`config.mk`:
```
export PLATFORM = sky130hd
export DESIGN_NAME = fpu_exec_ctrl
export DESIGN_NICKNAME = d
export VERILOG_FILES = /design/src/rtl/fpu_exec_ctrl_pkg.sv /design/src/rtl/fpu_exec_ctrl_flags.sv /design/src/rtl/fpu_exec_ctrl.sv
export SDC_FILE = /design/constraint.sdc
export NUM_CORES = 1
export LEC_CHECK = 0
export ABC_AREA = 0
export BUFFER_PORTS_ARGS = -buffer_cell sky130_fd_sc_hd__buf_2
export CORE_AREA = 2 2 120 122
export CTS_BUF_LIST = sky130_fd_sc_hd__clkbuf_2 sky130_fd_sc_hd__clkbuf_4 sky130_fd_sc_hd__clkbuf_8
export DETAILED_ROUTE_END_ITERATION = 16
export DIE_AREA = 0 0 122 124
export HOLD_SLACK_MARGIN = 0.12
export PLACE_DENSITY_LB_ADDON = 0.3
export SETUP_SLACK_MARGIN = 0.05
export SLEW_MARGIN = 10
export SYNTH_ARGS = -nofsm -noshare
export SYNTH_HDL_FRONTEND = slang
export SYNTH_SLANG_ARGS = --single-unit
```
`constraint.sdc`:
```
create_clock -name CLK -period 2.2 [get_ports CLK]
set_input_delay 0.55 -clock CLK [delete_from_list [all_inputs] [get_ports CLK]]
set_output_delay 0.55 -clock CLK [all_outputs]
set_load 0.02 [all_outputs]
```
`src/rtl/fpu_exec_ctrl_pkg.sv`:
```
// fpu_exec_ctrl_pkg: shared FPU opcodes, control states and canonical NaN
package fpu_exec_ctrl_pkg;

    localparam logic [3:0]  OP_ADD    = 4'd0;
    localparam logic [3:0]  OP_SUB    = 4'd1;
    localparam logic [3:0]  OP_MUL    = 4'd2;
    localparam logic [3:0]  OP_DIV    = 4'd3;
    localparam logic [31:0] CANON_NAN = 32'h7FC0_0000;
    localparam logic [2:0]  FLAG_EXC  = 3'b100;

    typedef enum logic [1:0] {
        ST_IDLE = 2'd0,
        ST_EXEC = 2'd1,
        ST_DONE = 2'd2
    } state_t;

    // Opcodes above DIV have no FALU path and complete as an invalid operation
    function automatic logic op_ok(input logic [3:0] op);
        return op <= OP_DIV;
    endfunction

endpackage

```
`src/rtl/fpu_exec_ctrl_flags.sv`:
```
// fpu_exec_ctrl_flags: sticky accrued exception flags {exc,ovf,unf}
module fpu_exec_ctrl_flags (
    input  logic       clk,
    input  logic       rst_n,
    input  logic       clr,
    input  logic       hs,
    input  logic [2:0] flags,
    output logic [2:0] fflags
);

    // Clear first, then accrue the flags of a result that is actually handed off
    always_ff @(posedge clk or negedge rst_n)
        if (!rst_n) fflags <= '0;
        else        fflags <= (clr ? 3'b000 : fflags) | (hs ? flags : 3'b000);

endmodule

```
`src/rtl/fpu_exec_ctrl.sv`:
```
// fpu_exec_ctrl: single-slot issue/settle/retire control around a multicycle FALU
module fpu_exec_ctrl
    import fpu_exec_ctrl_pkg::*;
#(
    parameter int LAT_ADDSUB = 2,
    parameter int LAT_MUL    = 3,
    parameter int LAT_DIV    = 6
) (
    input  logic        CLK,
    input  logic        RESET_N,
    input  logic        IN_VALID,
    output logic        IN_READY,
    input  logic [3:0]  IN_OP,
    input  logic [31:0] IN_A,
    input  logic [31:0] IN_B,
    input  logic [4:0]  IN_RD,
    output logic [31:0] FALU_A,
    output logic [31:0] FALU_B,
    output logic [3:0]  FALU_OP,
    input  logic [31:0] FALU_RESULT,
    input  logic        FALU_EXC,
    input  logic        FALU_OVF,
    input  logic        FALU_UNF,
    output logic        OUT_VALID,
    input  logic        OUT_READY,
    output logic [31:0] OUT_RESULT,
    output logic [4:0]  OUT_RD,
    output logic [2:0]  OUT_FLAGS,
    output logic [2:0]  FFLAGS,
    input  logic        FFLAGS_CLR,
    input  logic        FLUSH
);

    localparam int MAX_LAT = (LAT_DIV > LAT_MUL) ? ((LAT_DIV > LAT_ADDSUB) ? LAT_DIV : LAT_ADDSUB)
                                                 : ((LAT_MUL > LAT_ADDSUB) ? LAT_MUL : LAT_ADDSUB);
    localparam int CW = (MAX_LAT > 1) ? $clog2(MAX_LAT) : 1;

    state_t          state;
    state_t          state_nxt;
    logic [CW-1:0]   cnt;
    logic [CW-1:0]   cnt_load;
    logic            bad_op;
    logic            accept;
    logic            finish;

    // Invalid opcodes get a one-cycle slot so they retire one edge after acceptance
    assign cnt_load = !op_ok(IN_OP)    ? '0 :
                      IN_OP == OP_MUL  ? CW'(LAT_MUL - 1) :
                      IN_OP == OP_DIV  ? CW'(LAT_DIV - 1) :
                                         CW'(LAT_ADDSUB - 1);
    assign accept   = IN_READY && IN_VALID && !FLUSH;
    assign finish   = state == ST_EXEC && cnt == '0 && !FLUSH;

    // State register
    always_ff @(posedge CLK or negedge RESET_N)
        if (!RESET_N) state <= ST_IDLE;
        else          state <= state_nxt;

    // Next state: flush wins everywhere; DONE leaves only on handshake
    always_comb
        state_nxt = FLUSH                ? ST_IDLE :
                    state == ST_IDLE     ? (IN_VALID ? ST_EXEC : ST_IDLE) :
                    state == ST_EXEC     ? (cnt == '0 ? ST_DONE : ST_EXEC) :
                    OUT_READY            ? ST_IDLE : ST_DONE;

    // Handshake outputs decoded from state
    always_comb begin
        IN_READY  = state == ST_IDLE;
        OUT_VALID = state == ST_DONE;
    end

    // Operand/tag capture on accept, settle countdown, result capture on the final settle edge
    always_ff @(posedge CLK or negedge RESET_N)
        if (!RESET_N) begin
            FALU_A     <= '0;
            FALU_B     <= '0;
            FALU_OP    <= '0;
            OUT_RD     <= '0;
            OUT_RESULT <= '0;
            OUT_FLAGS  <= '0;
            bad_op     <= 1'b0;
            cnt        <= '0;
        end else begin
            if (accept) begin
                FALU_A <= IN_A;
                FALU_B <= IN_B;
                if (op_ok(IN_OP)) FALU_OP <= IN_OP;
                OUT_RD <= IN_RD;
                bad_op <= !op_ok(IN_OP);
                cnt    <= cnt_load;
            end else if (state == ST_EXEC && cnt != '0) begin
                cnt <= cnt - CW'(1);
            end
            if (finish) begin
                OUT_RESULT <= bad_op ? CANON_NAN : FALU_RESULT;
                OUT_FLAGS  <= bad_op ? FLAG_EXC : {FALU_EXC, FALU_OVF, FALU_UNF};
            end
        end

    fpu_exec_ctrl_flags u_flags (
        .clk    (CLK),
        .rst_n  (RESET_N),
        .clr    (FFLAGS_CLR),
        .hs     (OUT_VALID && OUT_READY && !FLUSH),
        .flags  (OUT_FLAGS),
        .fflags (FFLAGS)
    );

endmodule

```
[After elaboration in Yosys (flattened, before gate mapping)]
Cells that the tools add are included.
Word-level totals
  register bits: 117
  input bits: 114
  output and inout port bits: 113
  logic and storage cells: 46
Operators by class
  add/subtract/negate cells: 1
  magnitude comparators: 1
  equal/unequal tests: 4
  multiplexer cells: 15
  bitwise gates (word level): 1
  reduce and logical (&&, ||, !) cells: 14
Operators with widths (number)
  two-way mux 32 bit: 1
  two-way mux 3 bit: 8
  two-way mux 2 bit: 5
  == test 4 x 2 -> 1 bit (second input constant): 2
  logical AND 1 bit: 7
  less-or-equal comparator 4 x 2 -> 1 bit (second input constant): 1
  logical NOT 3 bit: 1
  bitwise OR 3 bit: 1
  nonzero test 3 bit: 1
  subtractor 3 x 1 -> 3 bit (second input constant): 1
  == test 2 x 1 -> 1 bit (second input constant): 1
  == test 2 bit (second input constant): 1
  logical NOT 1 bit: 2
  logical NOT 2 bit: 1
  AND reduction 2 bit: 1
  nonzero test 2 bit: 1
  two-way mux 1 bit: 1

[Depth between registers and ports, before layout]
Gate-level depths: netlist (run 1).
  depth in word-level cells: 5
  depth in mapped cells: 7
  depth with buffers taken out: 5

[By module]
Synthesis (run 1) repeated with hierarchy kept, for this count alone.
Unflattened totals
  cells, all modules: 358
  area, all modules: 4621.9 µm²
By module, submodules not included
  fpu_exec_ctrl: instances 1, cells each 346, area each 4505.6 µm², sequential area each 2852.7 µm²
  fpu_exec_ctrl_flags: instances 1, cells each 12, area each 116.4 µm², sequential area each 75.1 µm²

[Worst setup path after synthesis (run 1)]
OpenSTA, ideal clock, no wires.
  path kind: input -> register
  start: in FLUSH
  end: reg FALU_B[13]
  setup time: 0.125 ns
  arrival time: 1.596 ns
  required time: 2.075 ns
  path slack: 0.479 ns
  stages on the path: 4
  buffers on the path: 2
  cell sequence: nor4b_4 > buf_4 > buf_4 > mux2_2
On the way
  word-level cells in the longest chain between the ends: 2
Ends and longest elaborated chain
  from (decl): line fpu_exec_ctrl.sv:31  | input logic FLUSH
  logical NOT 1 bit: line fpu_exec_ctrl.sv:51  | assign accept = IN_READY && IN_VALID && !FLUSH;
  logical AND 1 bit: line fpu_exec_ctrl.sv:51
  to (signal assigned): line fpu_exec_ctrl.sv:76  | FALU_B <= '0;
  to (signal assigned): line fpu_exec_ctrl.sv:86  | FALU_B <= IN_B;
  to (decl): line fpu_exec_ctrl.sv:18  | output logic [31:0] FALU_B,
Every way passes these cells.
A chain may end at the register's enable or synchronous reset.

[Worst setup path after layout (run 1)]
  start: reg cnt[0]
  end: reg OUT_RESULT[12]
On the way
  word-level cells in the longest chain between the ends: 3
Ends and longest elaborated chain
  from (decl): line fpu_exec_ctrl.sv:40  | logic [CW-1:0] cnt;
  from (signal assigned): line fpu_exec_ctrl.sv:90  | cnt <= cnt_load;
  from (signal assigned): line fpu_exec_ctrl.sv:92  | cnt <= cnt - CW'(1);
  logical NOT 3 bit: line fpu_exec_ctrl.sv:52  | assign finish = state == ST_EXEC && cnt == '0 && !FLUSH;
  logical AND 1 bit (2 in a row): line fpu_exec_ctrl.sv:52
  to (signal assigned): line fpu_exec_ctrl.sv:95  | OUT_RESULT <= bad_op ? CANON_NAN : FALU_RESULT;
  to (decl): line fpu_exec_ctrl.sv:26  | output logic [31:0] OUT_RESULT,
Every way passes these cells.

==> results of run 1 <==
where the power goes:
group | internal, mW | switching [mW] | total (mW)
Sequential | 2.59 | 0.225 | 2.82
Clock | 1.32 | 0.817 | 2.14
Combinational | 0.776 | 1.03 | 1.80
Total | 4.69 | 2.07 | 6.76
cells in the mapped netlist:
library cell,instances
sky130_fd_sc_hd__a211oi_1,1
sky130_fd_sc_hd__a21o_1,1
sky130_fd_sc_hd__a21oi_1,1
sky130_fd_sc_hd__a2bb2oi_1,1
sky130_fd_sc_hd__a311oi_1,1
sky130_fd_sc_hd__a31o_2,1
sky130_fd_sc_hd__a31oi_1,1
sky130_fd_sc_hd__and2_1,2
sky130_fd_sc_hd__and2b_1,1
sky130_fd_sc_hd__buf_2,7
sky130_fd_sc_hd__buf_4,3
sky130_fd_sc_hd__buf_6,2
sky130_fd_sc_hd__clkbuf_1,3
sky130_fd_sc_hd__dfrtp_1,117
sky130_fd_sc_hd__ha_1,2
sky130_fd_sc_hd__inv_1,15
sky130_fd_sc_hd__mux2_2,96
sky130_fd_sc_hd__mux2i_1,11
sky130_fd_sc_hd__nand2_1,5
sky130_fd_sc_hd__nand2b_1,2
sky130_fd_sc_hd__nand3_1,1
sky130_fd_sc_hd__nand4b_1,1
sky130_fd_sc_hd__nor2_1,12
sky130_fd_sc_hd__nor2b_1,27
sky130_fd_sc_hd__nor3b_1,2
sky130_fd_sc_hd__nor4b_4,1
sky130_fd_sc_hd__nor4bb_1,2
sky130_fd_sc_hd__o21a_1,1
sky130_fd_sc_hd__o21ai_0,3
sky130_fd_sc_hd__or2_2,2
worst min path at each step:
stage	endpoint	slack, ns	cells past startpoint
after floorplan	FALU_A[0]	0.25	0
after global placement	FALU_OP[2]	0.47	1
after detailed placement	FALU_OP[2]	0.47	1
after CTS	u_flags.fflags[2]	0.31	2
after global routing	u_flags.fflags[1]	0.33	2
final	u_flags.fflags[2]	0.35	2
through the flow:
stage	cell area (um2)	power, mW	instances
finish	6580	6.76	757
global route	6580	7.15	757
CTS	6580	6.87	757
detailed placement	6130	4.69	725
global placement	6130	4.63	725
floorplan	4720	3.94	325
logic make-up after synthesis:
logic type | share of synthesized area [%]
flops | 62.1
mux | 25.3
simple gates | 7.43
buf+inv | 3.13
compound gates | 1.59
fa+ha+maj | 0.530
flip-flops by register name, summed over array words and instances (netlist names):
name	cells
OUT_FLAGS	3
u_flags.fflags	3
state	2
FALU_OP	4
FALU_A	32
OUT_RD	5
cnt	3
FALU_B	32
OUT_RESULT	32
bad_op	1
critical path: stages (launching register included):
cell and delay [ns]:
sky130_fd_sc_hd__dfrtp_1 0.40, sky130_fd_sc_hd__inv_1 0.10, sky130_fd_sc_hd__ha_1 0.16, sky130_fd_sc_hd__nand2b_1 0.15, sky130_fd_sc_hd__nor3b_2 0.27, sky130_fd_sc_hd__buf_12 0.26
sky130_fd_sc_hd__mux2_2 0.37
layout make-up:
cell class	instances	area [um2]
fill	1291	7140
sequential	117	2930
multi-input combinational	178	1650
timing repair buffer	236	1290
clock buffer	22	284
tap	180	225
clock inverter	9	151
inverter	15	56.3
repair_timing:
item                                   in CTS  in global routing
setup endpoints to repair                   0                  0
hold buffers                                1                  0
endpoints found under the hold margin      28                  0
layer usage:
metal / GRT usage (%) / share of wire (%) / up-vias
met4: 5.89 / 1.3 / 0
met2: 23.5 / 52 / 115
met3: 4.17 / 5.9 / 9
li1: - / - / 1593
met5: 0 / 0 / -
met1: 17.6 / 41 / 1691
==> results_dict.tcl, run 1 <==
set metrics [dict create \
    result_of_the_run "finished, final reports clean" \
    wirelength_mm 11.0 \
    maximum_number_of_pins_on_one_net_before_global_route_repair 37 \
    worst_setup_ep_type "flop" \
    worst_pin_slew_ns 0.445 \
    syn-cell-area_um2 4720 \
    die_h_um 124 \
    vias 3408 \
    numCtsBuffers 17 \
    most_common_cell_after_layout_fill_and_taps_aside "sky130_fd_sc_hd__buf_2" \
    number_of_sinks_handled_by_clock_tree_synthesis 117 \
    antenna_cells 0 \
    floorplan.die_area_um2 15100 \
    pre_cts_ws_ns 0.247 \
    cp.arrival_ns 2.15 \
    worst-path-max-fanout 36 \
    critical_path.startpoint_type "flop" \
    min_period_ns 1.85 \
    gp_congestion 0.725 \
    firstDrtPassIters 4 \
    layout_setup_ws_ns 0.349 \
    detail_route.wl_per_cell_um 14.5 \
    initial_utilization_pct 34.4 \
    setup-tns-final_ns 0 \
    core-area_um2 13700 \
    ant_nets 0 \
    power.density_cell_area_nw_per_um2 1030 \
    synth.ff_latch_count 117 \
    post_synth.cell_area_avg_um2 14.5 \
    final_nets 681 \
    reg2reg_depth 6 \
    cts_tree "yes" \
    postCtsSetupBuffers 0 \
    number_of_buffer_cells_added_on_primary_ports 226 \
    vdd_ir_drop_max_v 0.000422 \
    report.final.slew_viol_count 0 \
    post_synthesis_cell_type_count 30 \
    critical_path_class "flop to flop" \
    synth.area.top_cells "sky130_fd_sc_hd__dfrtp_1 62%, sky130_fd_sc_hd__mux2_2 23%, sky130_fd_sc_hd__nor2b_1 3.6%" \
    setup_violations 0 \
    groute.usage.overall_pct 14.3 \
    grt_setup_unrepaired "false" \
    timing.fmax_mhz 540 \
    number_of_design_rule_violations_left_by_the_first_detailed_router_iteration 95 \
    crit-reg2reg-launch "cnt[0]" \
    critical_path.reg2reg.endpoint "OUT_RESULT[12]" \
    globalRouteOverflowTotal 0 \
    regToRegSetupSlack_ns 0.35 \
    cts-root-buf "sky130_fd_sc_hd__clkbuf_8" \
    worstPathRequired_ns 2.50 \
    maxSlewHeadroom_pct 70.3 \
    area.growth.synth_to_final_pct 39.4 \
    drive_gt1_share_pct 63.6 \
    synthCells 325 \
    hold_path.startpoint "FFLAGS_CLR" \
    final_core_util_pct 47.9 \
    mostFrequentLayoutCells "225 x sky130_fd_sc_hd__buf_2, 117 x sky130_fd_sc_hd__dfrtp_1, 96 x sky130_fd_sc_hd__mux2_2, 27 x sky130_fd_sc_hd__nor2b_1, 19 x sky130_fd_sc_hd__clkbuf_8" \
    antenna_found_initial 0 \
    timing_hold_violations_final 0 \
    yosysTopAreaCell "sky130_fd_sc_hd__dfrtp_1" \
    vias_per_cell 4.50 \
    worst_setup_hold_path_clk_slew_ns 0.06 \
    detail_route.drc_violations 0 \
    cts_resized 0 \
    syn_nets 441 \
    critPathLaunch "cnt[0]" \
    yosysSeqAreaShare_pct 62.1 \
    whs_ns 0.350 \
    yosys.area.top_type_share_pct 62.1 \
    worst_hold_path_type "input pin to flop" \
    power_leakage_nw 3.30 \
    worstSkewPairLatency_ns 0.42 \
    num_rows 43 \
    tcrit_tclk_final_pct 84.2 \
    post-dp-hpwl_mm 8.28 \
    first_pass_grt_wire_length_mm 16.8 \
    floorplan.io_pins 227 \
    yosys_warnings 0 \
    max_cap_viol_count 0 \
    die_w_um 122 \
    cts_max_path_buffers 2 \
    first_global_vias 3423 \
    clock-skew-final_ns 0.00666 \
    cts_max_level 4 \
    endpoint "OUT_RESULT[12]" \
]
Power figures use the tool's default switching activity.
==> run 2: changes to the inputs <==
Clock period 2.2 ns to 1.5 ns, I/O delays scaled along.
==> results_dict.tcl, run 2 (synthesis gave the netlist of run 1 again) <==
set metrics [dict create \
    result_of_the_run "finished with violations" \
    violated_checks "negative setup slack" \
    finish.cell_count_without_fillers 804 \
    layout_setup_ws_ns -0.169 \
    power_switching_share_pct 31.2 \
    grt_setup_unrepaired "true" \
    detail_route.drc_violations 0 \
    setup-tns-final_ns -13.83 \
    area.growth.synth_to_final_pct 57.3 \
    setup_violations 110 \
    core-area_um2 13700 \
    floorplan.io_pins 227 \
    antenna_found_initial 0 \
    met3WireLength_um 648 \
    endpoint "FALU_B[3]" \
    worstSkewPairLatency_ns 0.42 \
    worstPathRequired_ns 1.80 \
    reg2reg_depth 6 \
    critPathLaunch "state[1]" \
    seq_power_share_pct 39.5 \
    number_of_sinks_handled_by_clock_tree_synthesis 117 \
    power_leakage_nw 3.78 \
    length_of_routed_met2_wiring_mm 6.49 \
    worst_setup_hold_path_clk_slew_ns 0.07 \
    ant_nets 0 \
    largest_registers "FALU_A (32), FALU_B (32), OUT_RESULT (32)" \
    critical_path.reg2reg.endpoint "FALU_B[3]" \
    wirelength_mm 12.5 \
    pre_cts_ws_ns -0.217 \
    maximum_number_of_pins_on_one_net_before_global_route_repair 52 \
    final_nets 727 \
    die_w_um 122 \
    p_switching_mw 3.30 \
    fill_cells 1243 \
    die_h_um 124 \
    number_of_buffer_cells_added_on_primary_ports 226 \
    number_of_design_rule_violations_left_by_the_first_detailed_router_iteration 111 \
    worst_hold_path_type "input pin to flop" \
    critical_path_class "flop to flop" \
    globalRouteOverflowTotal 0 \
    vias_per_cell 4.48 \
    dp.cells 747 \
    top_signal_layer_used "met4" \
    wl_met1_mm 5.18 \
    p_int_mw 7.27 \
    report.final.slew_viol_count 0 \
    groute.usage.overall_pct 15.3 \
    tcrit_tclk_final_pct 111 \
    vias 3599 \
    cp.arrival_ns 1.97 \
    most_common_cell_after_layout_fill_and_taps_aside "sky130_fd_sc_hd__buf_2" \
    mostFrequentLayoutCells "223 x sky130_fd_sc_hd__buf_2, 116 x sky130_fd_sc_hd__dfrtp_1, 62 x sky130_fd_sc_hd__mux2_4, 34 x sky130_fd_sc_hd__mux2_2, 28 x sky130_fd_sc_hd__buf_4" \
    numCtsBuffers 17 \
    min_period_ns 1.67 \
    cts_max_level 4 \
    timing.fmax_mhz 599 \
    vdd_ir_drop_max_v 0.000685 \
    cts-root-buf "sky130_fd_sc_hd__clkbuf_8" \
    post-dp-hpwl_mm 8.55 \
    floorplan.die_area_um2 15100 \
    power.density_cell_area_nw_per_um2 1420 \
    crit-reg2reg-launch "state[1]" \
    gp_congestion 0.711 \
    worst_setup_ep_type "flop" \
    firstDrtPassIters 4 \
    worst-path-max-fanout 4 \
    initial_utilization_pct 34.4 \
    timing_hold_violations_final 0 \
    cts_max_path_buffers 2 \
    max_cap_viol_count 0 \
    maxSlewHeadroom_pct 76.7 \
    regToRegSetupSlack_ns -0.17 \
    combinationalPowerShare_pct 31.2 \
    clock_power_share_pct 29.3 \
    clock-skew-final_ns 0.00958 \
    drive_gt1_share_pct 67.5 \
    num_rows 43 \
    antenna_cells 0 \
    first_pass_grt_wire_length_mm 17.8 \
    cts_tree "yes" \
    first_global_vias 3613 \
    worst_pin_slew_ns 0.349 \
    critical_path.startpoint_type "flop" \
    detail_route.wl_per_cell_um 15.5 \
]
-- run 2: cell count changes in the layout (fill, tap and decap cells not counted), moves of 3 or more --
cell	previous run	this run
sky130_fd_sc_hd__clkbuf_16	0	4
sky130_fd_sc_hd__buf_16	0	3
sky130_fd_sc_hd__buf_8	0	6
sky130_fd_sc_hd__buf_4	4	28
sky130_fd_sc_hd__mux2_2	96	34
sky130_fd_sc_hd__mux2_4	0	62
sky130_fd_sc_hd__buf_6	0	10
-- run 2: critical path, stage by stage (launching register included) --
cell and delay (ns):
sky130_fd_sc_hd__dfrtp_1 0.42, sky130_fd_sc_hd__buf_6 0.14, sky130_fd_sc_hd__nor4b_4 0.21, sky130_fd_sc_hd__buf_6 0.17, sky130_fd_sc_hd__clkbuf_16 0.15, sky130_fd_sc_hd__buf_4 0.13
sky130_fd_sc_hd__mux2_2 0.34
-- run 2: through the flow --
stage,utilization (%),power [mW],hold slack [ns],instance area [um2]
finish,54.1,10.6,0.163,7420
global route,54.1,11.1,0.139,7420
CTS,51.9,10.4,0.125,7130
detailed placement,46.8,7.13,0.307,6420
global placement,46.8,7.04,0.299,6420
floorplan,-,5.89,0.0794,4850
-- run 2: worst min-delay path by stage --
stage / to / start / cells after the start / slack, ns
CTS: u_flags.fflags[0] / FFLAGS_CLR / 2 / 0.12
floorplan: FALU_A[0] / RESET_N / 0 / 0.08
detailed placement: FALU_A[17] / RESET_N / 1 / 0.31
finish: u_flags.fflags[0] / FFLAGS_CLR / 2 / 0.16
global placement: FALU_A[17] / RESET_N / 1 / 0.30
global route: FALU_A[12] / IN_A[12] / 2 / 0.14
-- run 2: area by class of cell --
cell class,count,area (um2),share of cell area [%]
clock buffers,18,241,3.25
well taps,180,225,3.03
repair buffers,282,1860,25.1
inverters,15,56.3,0.759
multi-input cells,178,1920,25.9
flip-flops and latches,117,2930,39.5
clock inverters,14,185,2.50
-- run 2: power by group through the flow --
stage                     logic (mW)  registers (mW)  clock network (mW)
after global placement          2.87            4.17                   0
after detailed placement        2.93            4.21                   0
after floorplan                0.959            4.93                   0
final                           3.30            4.17                3.10
after CTS                       3.08            4.16                3.19
after global routing            3.53            4.25                3.34
-- run 2: timing repair --
| item | 4_1_cts | 5_1_grt |
|---|---|---|
| cloned | 3 | 5 |
| pin swaps | 3 | 2 |
| endpoints found under the setup margin | 110 | 116 |
| buffers inserted | 11 | 6 |
| resized for setup | 34 | 41 |
| hold endpoints to repair | 22 | 0 |
| hold buffers | 1 | 0 |
-- run 2: routing by layer --
layer | vias up | track usage [%]
met4 | 0 | 6.54
met1 | 1784 | 18.2
met3 | 12 | 4.40
met5 | - | 0
li1 | 1682 | -
met2 | 121 | 25.9
==> run 3: changes to the inputs <==
Settings changed: CORE_AREA 2 2 120 122 to 2 2 129 131, DIE_AREA 0 0 122 124 to 0 0 131 133, PLACE_DENSITY_LB_ADDON 0.3 to not set.
==> results_dict.tcl, run 3 (synthesis gave the netlist of run 1 again) <==
set metrics [dict create \
    ant_nets 0 \
    first_global_vias 3657 \
    area.growth.synth_to_final_pct 57.1 \
    post-dp-hpwl_mm 8.51 \
    worst-path-max-fanout 7 \
    drive_gt1_share_pct 67.1 \
    firstDrtPassIters 4 \
    number_of_buffer_cells_added_on_primary_ports 226 \
    worst_path_dominant_cell_family "buffers and inverters" \
    maxSlewHeadroom_pct 78.4 \
    final_nets 721 \
    vias_per_cell 4.26 \
    number_of_design_rule_violations_left_by_the_first_detailed_router_iteration 90 \
    p_int_mw 7.23 \
    timing_hold_violations_final 0 \
    mostFrequentLayoutCells "223 x sky130_fd_sc_hd__buf_2, 116 x sky130_fd_sc_hd__dfrtp_1, 60 x sky130_fd_sc_hd__mux2_4, 36 x sky130_fd_sc_hd__mux2_2, 27 x sky130_fd_sc_hd__nor2b_1" \
    most_common_cell_after_layout_fill_and_taps_aside "sky130_fd_sc_hd__buf_2" \
    min_period_ns 1.70 \
    groute.usage.overall_pct 13.5 \
    first_pass_grt_wire_length_mm 17.9 \
    initial_utilization_pct 29.2 \
    worst_hold_path_type "input pin to flop" \
    vias 3568 \
    detail_route.wl_per_cell_um 14.8 \
    antenna_found_initial 1 \
    setup_violations 116 \
    floorplan.io_pins 227 \
    worst_path_largest_cell_delay_ns 0.41 \
    clock_power_share_pct 30.1 \
    critical_path_class "flop to flop" \
    setup-tns-final_ns -15.99 \
    p_switching_mw 3.23 \
    die_h_um 133 \
    worstSkewPairLatency_ns 0.43 \
    clock-skew-final_ns 0.00791 \
    tcrit_tclk_final_pct 113 \
    cts_tree "yes" \
    seq_power_share_pct 39.8 \
    worst_setup_ep_type "flop" \
    critPathBufInv 4 \
    cts-root-buf "sky130_fd_sc_hd__clkbuf_8" \
    timing.critical_path.slowest_stage_cell "sky130_fd_sc_hd__dfrtp_1" \
    floorplan.die_area_um2 17400 \
    max_cap_viol_count 0 \
    antenna_cells 0 \
    grt_setup_unrepaired "true" \
    worstPathRequired_ns 1.81 \
    cts_max_path_buffers 2 \
    num_rows 47 \
    maximum_number_of_pins_on_one_net_before_global_route_repair 63 \
    detail_route.drc_violations 0 \
    number_of_sinks_handled_by_clock_tree_synthesis 117 \
    numCtsBuffers 17 \
    power.density_cell_area_nw_per_um2 1410 \
    timing.fmax_mhz 590 \
    layout_setup_ws_ns -0.195 \
    wirelength_mm 12.4 \
    core-area_um2 16200 \
    largest_registers "FALU_A (32), FALU_B (32), OUT_RESULT (32)" \
    vdd_ir_drop_max_v 0.000476 \
    critical_path.startpoint_type "flop" \
    worst_setup_hold_path_clk_slew_ns 0.07 \
    violated_checks "negative setup slack" \
    power_switching_share_pct 30.9 \
    gp_congestion 0.784 \
    report.final.slew_viol_count 0 \
    path_common_cell "sky130_fd_sc_hd__buf_6" \
    die_w_um 131 \
    cts_max_level 4 \
    globalRouteOverflowTotal 0 \
    result_of_the_run "finished with violations" \
    final_core_util_pct 45.8 \
    cell_by_cell_trace_of_the_critical_path "buf_6, nor4b_4, buf_6, clkbuf_16, buf_6, mux2_2" \
    power_leakage_nw 3.75 \
    combinationalPowerShare_pct 30.1 \
    worst_pin_slew_ns 0.319 \
    cp.arrival_ns 2.01 \
]
## run 3: changes by cell type in the layout (fill, tap and decap cells not counted), sizes merged
| cell | change |
|---|---|
| buf | -7 |
| clkbuf | +3 |
| clkinv | -3 |
| clkinvlp | -1 |
| dlygate4sd3 | +1 |
## run 3: metal layers
layer,vias to the layer above,global-route usage [%],share of wire [%]
met5,-,0,0
met4,0,4.85,1.5
met3,12,4.97,6.5
met2,124,22.8,50
met1,1765,15.5,42
li1,1667,-,-
## run 3: final timing paths
path,startpoint,endpoint,slack (ns),cells past startpoint
max in group asynchronous,RESET_N,FALU_B[12],0.71,3
setup / recovery,state[1],FALU_B[20],-0.20,6
hold / removal,IN_B[25],FALU_B[25],0.18,2
min in group asynchronous,RESET_N,OUT_RESULT[25],0.48,3
setup reg to reg,state[1],FALU_B[20],-0.20,6
hold reg to reg,FALU_OP[3],FALU_OP[3],0.50,1
## run 3: through the flow
step | setup slack [ns] | cell area (um2) | hold WS, ns | power [mW] | cells
after floorplan | -0.105 | 4850 | 0.0794 | 5.89 | 325
after global placement | -0.148 | 6480 | 0.396 | 7.03 | 790
after detailed placement | -0.176 | 6480 | 0.401 | 7.10 | 790
after CTS | -0.168 | 7090 | 0.139 | 10.4 | 831
after global routing | -0.252 | 7410 | 0.127 | 11.0 | 837
final | -0.195 | 7410 | 0.177 | 10.5 | 837
## run 3: cell type report
class	instances	area (um2)
Tap cell	220	275
Inverter	15	56.3
Clock inverter	10	155
Clock buffer	21	270
Multi-Input combinational cell	178	1910
Timing Repair Buffer	276	1810
Fill cell	1471	8760
Sequential cell	117	2930
## run 3: power by group through the flow
stage	sequential, mW	combinational [mW]	clock, mW
6_report	4.16	3.15	3.15
5_1_grt	4.24	3.37	3.42
3_3_place_gp	4.18	2.85	0
3_5_place_dp	4.19	2.90	0
4_1_cts	4.15	2.98	3.24
2_1_floorplan	4.93	0.959	0
## run 3: repair_timing
item,in CTS,in global routing
hold buffers,2,0
endpoints found under the hold margin,118,0
cloned,2,4
gates resized for setup,22,51
pin swaps,2,2
setup buffers,6,2
endpoints found under the setup margin,109,116
